[config.mk]
export PLATFORM = sky130hd
export DESIGN_NAME = bcd_convert_seq
export DESIGN_NICKNAME = d
export VERILOG_FILES = /design/src/rtl/bcd_convert_seq.sv
export SDC_FILE = /design/constraint.sdc
export NUM_CORES = 1
export LEC_CHECK = 0
export ABC_AREA = 1
export CORE_MARGIN = 3
export CORE_UTILIZATION = 35
export CTS_CLUSTER_SIZE = 10
export DETAILED_ROUTE_END_ITERATION = 8
export PLACE_DENSITY = 0.66
export SYNTH_ARGS = -nofsm -noshare
export SYNTH_HDL_FRONTEND = slang
export SYNTH_SLANG_ARGS = --single-unit
[constraint.sdc]
create_clock -name hz100 -period 1.5 [get_ports hz100]
set_clock_uncertainty 0.1 [all_clocks]
set_input_delay 0.3 -clock hz100 [delete_from_list [all_inputs] [get_ports hz100]]
set_output_delay 0.3 -clock hz100 [all_outputs]
set_load 0.01 [all_outputs]
[src/rtl/bcd_convert_seq.sv]
// Sequential binary-to-BCD converter (shift-and-add-3, one input bit per clock); optional signed mode via BCD_SIGNED_EN.
// Latency: WIDTH+1 cycles from the start-accept edge to the done pulse; busy is high for WIDTH of those cycles.
// Backpressure: none queued; start is honoured only in IDLE and ignored while a conversion is in flight.
module bcd_convert_seq #(
  parameter int WIDTH  = 16,
  parameter int DIGITS = 5
) (
  input  logic                  hz100,
  input  logic                  reset,
  input  logic                  start,
  input  logic [WIDTH-1:0]      bin,
  output logic                  busy,
  output logic                  done,
  output logic [4*DIGITS-1:0]   bcd,
  output logic                  neg
);

  localparam int CW = $clog2(WIDTH + 1);

  typedef enum logic [1:0] {
    S_IDLE  = 2'd0,
    S_SHIFT = 2'd1,
    S_DONE  = 2'd2
  } state_t;

  state_t                 state_q, state_d;
  logic [WIDTH-1:0]       mag_q, mag_d;
  logic [4*DIGITS-1:0]    scratch_q, scratch_d;
  logic [CW-1:0]          count_q, count_d;
  logic                   busy_q, busy_d;
  logic                   done_q, done_d;
  logic [4*DIGITS-1:0]    bcd_q, bcd_d;
  logic [4*DIGITS-1:0]    adj;
  logic [4*DIGITS+WIDTH-1:0] sh;
`ifdef BCD_SIGNED_EN
  logic                   sign_q, sign_d;
  logic                   neg_q, neg_d;
`endif

  // Next-state, datapath and output computation; the displayed result only moves in DONE.
  always_comb begin
    state_d   = state_q;
    mag_d     = mag_q;
    scratch_d = scratch_q;
    count_d   = count_q;
    busy_d    = 1'b0;
    done_d    = 1'b0;
    bcd_d     = bcd_q;
    adj       = scratch_q;
    sh        = '0;
`ifdef BCD_SIGNED_EN
    sign_d    = sign_q;
    neg_d     = neg_q;
`endif
    case (state_q)
      S_IDLE: begin
        if (start) begin
`ifdef BCD_SIGNED_EN
          // Two's complement magnitude; the most negative value maps to 2**(WIDTH-1) unsigned.
          sign_d = bin[WIDTH-1];
          mag_d  = bin[WIDTH-1] ? (~bin + WIDTH'(1)) : bin;
`else
          mag_d  = bin;
`endif
          scratch_d = '0;
          count_d   = CW'(WIDTH);
          state_d   = S_SHIFT;
        end
      end
      S_SHIFT: begin
        busy_d = 1'b1;
        // Digits >= 5 get +3 before the shift so that doubling carries correctly into the next digit.
        for (int i = 0; i < DIGITS; i++) begin
          if (scratch_q[4*i +: 4] >= 4'd5) begin
            adj[4*i +: 4] = scratch_q[4*i +: 4] + 4'd3;
          end
        end
        sh                 = {adj, mag_q} << 1;
        {scratch_d, mag_d} = sh;
        count_d            = count_q - CW'(1);
        if (count_q == CW'(1)) begin
          state_d = S_DONE;
        end
      end
      S_DONE: begin
        bcd_d   = scratch_q;
`ifdef BCD_SIGNED_EN
        neg_d   = sign_q;
`endif
        done_d  = 1'b1;
        state_d = S_IDLE;
      end
      default: begin
        state_d = S_IDLE;
      end
    endcase
  end

  // State register with synchronous reset; reset also clears the held result.
  always_ff @(posedge hz100) begin
    if (reset) begin
      state_q   <= S_IDLE;
      mag_q     <= '0;
      scratch_q <= '0;
      count_q   <= '0;
      busy_q    <= 1'b0;
      done_q    <= 1'b0;
      bcd_q     <= '0;
`ifdef BCD_SIGNED_EN
      sign_q    <= 1'b0;
      neg_q     <= 1'b0;
`endif
    end else begin
      state_q   <= state_d;
      mag_q     <= mag_d;
      scratch_q <= scratch_d;
      count_q   <= count_d;
      busy_q    <= busy_d;
      done_q    <= done_d;
      bcd_q     <= bcd_d;
`ifdef BCD_SIGNED_EN
      sign_q    <= sign_d;
      neg_q     <= neg_d;
`endif
    end
  end

  assign busy = busy_q;
  assign done = done_q;
  assign bcd  = bcd_q;
`ifdef BCD_SIGNED_EN
  assign neg  = neg_q;
`else
  assign neg  = 1'b0;
`endif

endmodule

# Word level (Yosys, flattened, before mapping)
# Cells that the tools add are included.
# word_totals
reg_bits,65
output_inout_bits,23
# op_classes
addsub,6
n_lt_le_gt_ge,5
n_eq_ne,5
mux,16
reduce_logical,4
# op_table
operator,n
$pmux 20 s2,1
$pmux 16 s2,1
$ge 4x3->1 const B,5
$mux 20,1
$add 4x2->4 const B,4
$mux 16,1
$mux 4,4
$pmux 5 s2,1
$eq 5x1->1 const B,1
$mux 5,1
$sub 5x1->5 const B,1
$mux 2,2
$ne 2x2->1 const B,2
$pmux 2 s2,1
$reduce_and 2->1,2
$add 3x2->3 const B,1
$mux 3,1
$eq 2x1->1 const B,1
$eq 2x2->1 const B,1
$logic_not 2->1,1
$mux 1,2
$reduce_bool 2->1,1

# Logic depth before layout (Yosys ltp)
# depth
depth_word,3
depth_mapped,9
ltp_nobuf,9

# Least setup slack after synthesis
# OpenSTA, ideal clock, no wires.
# synth_timing
kind,register -> register
start,register scratch_q[8]
end,register scratch_q[12]
setup_ps,65
t_arrival_ps,1102
slack_ps,233
path_stages_with_launch,10
path_buffers,0
synth_period_minus_slack_ps,1267
cell_sequence,dfxtp_1 > inv_1 > ha_1 > inv_1 > nand2_1 > nand3_1 > nand2_1 > nor2_1 > nor2_1 > nor2_1
# synth_between
elab_chain_len,3
# synth_rtl
item,line,rtl
start: declaration,28,"logic [4*DIGITS-1:0] scratch_q, scratch_d;"
start signal: assignment,116,scratch_q <= scratch_d;
$add 4x2->4 or $ge 4x3->1 (tied branches),"75, 74",
$mux 4 *,74,if (scratch_q[4*i +: 4] >= 4'd5) begin
$pmux 20 s2 *,55,case (state_q)
# Every way passes the cells marked *; elsewhere a longest branch is shown, timed or not.
# A chain may end at the register's enable or synchronous reset.

# Worst setup path in the final report
# layout_timing
start,register bcd_q[14] (netlist: bcd[14])
end,output bcd[14]
# layout_lines
item,line,rtl
start: declaration,32,"logic [4*DIGITS-1:0] bcd_q, bcd_d;"
start signal: assignment,108,bcd_q <= '0;
start signal: assignment,120,bcd_q <= bcd_d;
end: declaration,14,"output logic [4*DIGITS-1:0] bcd,"
# No word-level cell between the ends.

==> results by stage <==
Status:
- The flow ran to the end, and the final reports show no timing, DRC or antenna violations.

Timing:
- Setup repair after global routing left no endpoint under its margin.
- Setup violations remaining at the end of the flow were counted as 0.
- In the finished design, the share of the clock period the worst path needs comes to 0.923.
- The shortest period the worst path allows is 1380 ps.
- The total negative setup slack is 0 ps.
- The final-layout worst hold slack is 371 ps.
- The final-report max-slew violation count is 0.
- Static timing analysis puts the maximum clock frequency at 722 MHz.
- The number of hold violations in the final report is 0.

Setup path:
- The endpoint of the most critical register-to-register path is scratch_q[12].
- The launching element type of the critical path is a flop.
- The worst register-to-register path has a setup slack of 140 ps.
- The arrival time at the worst endpoint is 980 ps.
- For this run, the slowest stage of the critical path takes 370 ps.
- The length in cells of the worst reg-to-reg path is 9.
- The worst register-to-register path begins at scratch_q[8].
- The slowest stage cell on the critical path is dfxtp_1.
- The number of buffer and inverter stages on the critical path is 1.
- The kind of cell with the highest combined delay along the critical path is flip-flops.
- The logic depth of the worst setup path including buffers is 1.
- The launch point of the worst path is bcd[14].
- The data required time of the critical path is 1100 ps.
- Along the worst path, the maximum fanout reaches 2.
- The critical path capture point type is an output port.
- The critical path in this run is classified as flop to output port.
- In this run the worst setup path terminates at bcd[14].
- The signal on the critical path passes through dlygate4sd2_1.

GRT:
- The first global-routing pass estimated 11.8 mm of wire.
- The all-layer global routing usage is 0.150.
- The initial antenna violation count is 0.
- The number of global-route vias before repair is 2611.
- Global routing finished with a remaining overflow of 0.
- Entering global routing, the biggest net connects 37 pins.

Routing:
- The final wirelength is 6.81 mm.
- In this run, the number of DRC markers left after iteration 0 of detailed routing was 87.
- After detailed routing, the number of remaining DRC violations is 0.
- The number of search-and-repair iterations in the first detailed-routing pass is 4.
- The total via count in the routed design is 2762.
- Dividing the detail-routed wire length by the instance count gives 12.2 um.
- Once detail routing completed, the nets flagged for antenna violations numbered 0.
- In the routed layout, each cell is associated on average with a via count of 4.94.

Clocking:
- The root buffer selected by CTS is clkbuf_8.
- In this run the post-CTS setup repair buffer count came out at 0.
- The number of buffers created by CTS is 9.
- In this run the deepest clock path goes through 2 buffers.
- The H-tree was split into 3 levels.
- For the worst-skew pair, the clock arrives at the later sink with an insertion delay of 330 ps.
- The CTS tree is built.
- The clock-pin slew of the registers on the worst-case setup and hold paths is 70 ps.
- Clock tree synthesis found a total of 65 sinks.

Finish:
- The post-layout instance count excluding filler cells is 559.
- With fillers left out, the area of the finished cells amounts to 3820 um2.
- Summing all multi-input logic gate instances after layout gives 1400 um2.
- 0 antenna diodes ended up in the layout.
- The number of fillers in the final layout is 792.
- Of the cells placed in the final design, the portion with a size suffix greater than 1 is 0.123.
- Relative to the synthesized area, the layout overhead comes to 31.1%.
- The final cell utilization of the core is 0.485.
- The sequential cells in the finished layout cover a total of 1310 um2.
- The final-stage net count is 483.

Floorplanning:
- The die width is 97.3 um.
- The area inside the core boundary is 7890 um2.
- The area enclosed by the die boundary is 9460 um2.
- The number of placement rows is 32.
- The die is 97.3 um tall.
- For this configuration, the core starts out at a cell density of 0.370.
- In this run the count of I/O pins placed on the die edge is 42.

Power:
- The power per cell area is 1060 nW/um2.
- Summed over all cells, the static leakage comes to 0.00167 uW.
- The maximum resistive drop on vdd is 0.415 mV.

Synthesis:
- The share of synthesized area in the top cell type comes to 0.446.
- The synthesized design contains 65 register bits.
- The netlist area before placement is 2920 um2.
- By area the synthesized netlist is led by dfxtp_1, nand2_1, a21oi_1.
- Averaged over all synthesized cells, the footprint is 7.27 um2.
- After synthesis, the share of flip-flops with an asynchronous set or reset is 0.
- Among all flip-flop cells after synthesis, the most frequent one is dfxtp_1.
- Yosys printed 0 warnings.
- The number of flops mapped to enable cells by yosys is 0.
- The number of different library cells used by synthesis comes to 25.
- dfxtp_1 takes more of the synthesized area than any other cell.
- Counting every instance in the synthesized netlist gives 401.
- The portion of the post-synthesis area used by sequential elements is 0.446.
- In the post-synthesis netlist, the cell with the most instances is nand2_1.
- The number of nets in the synthesized netlist is 432.
- By count the netlist is led by nand2_1, dfxtp_1, a21oi_1.

Place:
- Detailed placement ended at an HPWL of 4.83 mm.
- Port buffering added 40 buffers.
- The congestion estimate from routability-driven global placement came to 0.817.
- The total placed instance area is 3580 um2.
- The placed cell count is 543.

Worst hold path:
- The beginning of the worst hold path is scratch_q[19].
- The path type of the worst min-delay path is flop to flop.

Run:
- The tool flagged a number of max-cap violations equal to 0.
-- kinds of logic after synthesis --
family                   Yosys count  synth area share
flip-flops                        65             0.446
AO/OA/AOI/OAI                     82             0.150
AND/OR/NAND/NOR                  187             0.270
buffers and inverters             54            0.0806
other                              1           0.00129
adder cells (fa/ha/maj)           12            0.0515
-- sequential cells by signal (all words and copies together), names as in the netlist --
register and flops:
count_q 5, busy 1, done 1, scratch_q 20
bcd 20, mag_q 16, state_q 2
-- layout by cell type (no fill, tap or decap), types with 8 or more instances in the layout --
master,n
nand2_1,109
dfxtp_1,60
a21oi_1,37
nor2_1,34
inv_1,27
o21ai_0,26
nand3_1,25
dlygate4sd2_1,22
clkdlybuf4s50_1,18
a31oi_1,12
ha_1,12
nand4_1,10
buf_4,10
clkbuf_8,9
buf_12,8
-- power breakdown --
part           internal, uW  total (uW)  switching, uW
registers              1780        1820           36.4
logic                   200         417            216
clock network          1100        1800            699
total                  3090        4040            952
-- worst min-delay path, delay by kind of cell (launching register included) --
family	cells	cell delay, ps
AO/OA/AOI/OAI	1	60
AND/OR/NAND/NOR	1	60
flip-flops	1	310
-- stage by stage --
stage | setup slack, ps | total power [uW]
6_report | 116 | 4040
5_1_grt | 4.90 | 4200
4_1_cts | 55.0 | 4080
3_5_place_dp | -106 | 2280
3_3_place_gp | -93.3 | 2280
2_1_floorplan | 233 | 2080
-- layer usage --
metal | vias to the layer above | share of wire | track usage
met1 | 1254 | 0.44 | 0.179
met3 | 8 | 0.052 | 0.0294
li1 | 1425 | - | -
met2 | 75 | 0.49 | 0.260
met5 | - | 0 | 0
met4 | 0 | 0.017 | 0.0692
-- what timing repair did --
item                                   4_1_cts  5_1_grt
setup endpoints to repair                   22       27
endpoints found under the hold margin        0        0
hold buffers                                 0        0
gates resized for setup                     22       15
-- cell type report --
class,instances,area share
multi-input combinational,282,0.366
clock buffer,9,0.0324
sequential,65,0.342
tap,102,0.0334
inverter,36,0.0360
timing repair buffer,58,0.159
clock inverter,7,0.0311
-- how the worst min path moves through the flow --
stage	end	slack [ps]	cells past startpoint
after floorplan	scratch_q[0]	330	2
after global placement	scratch_q[19]	350	2
after detailed placement	scratch_q[0]	360	2
after CTS	scratch_q[19]	370	2
after global routing	mag_q[15]	390	2
final	scratch_q[19]	370	2
Power figures use the tool's default switching activity.
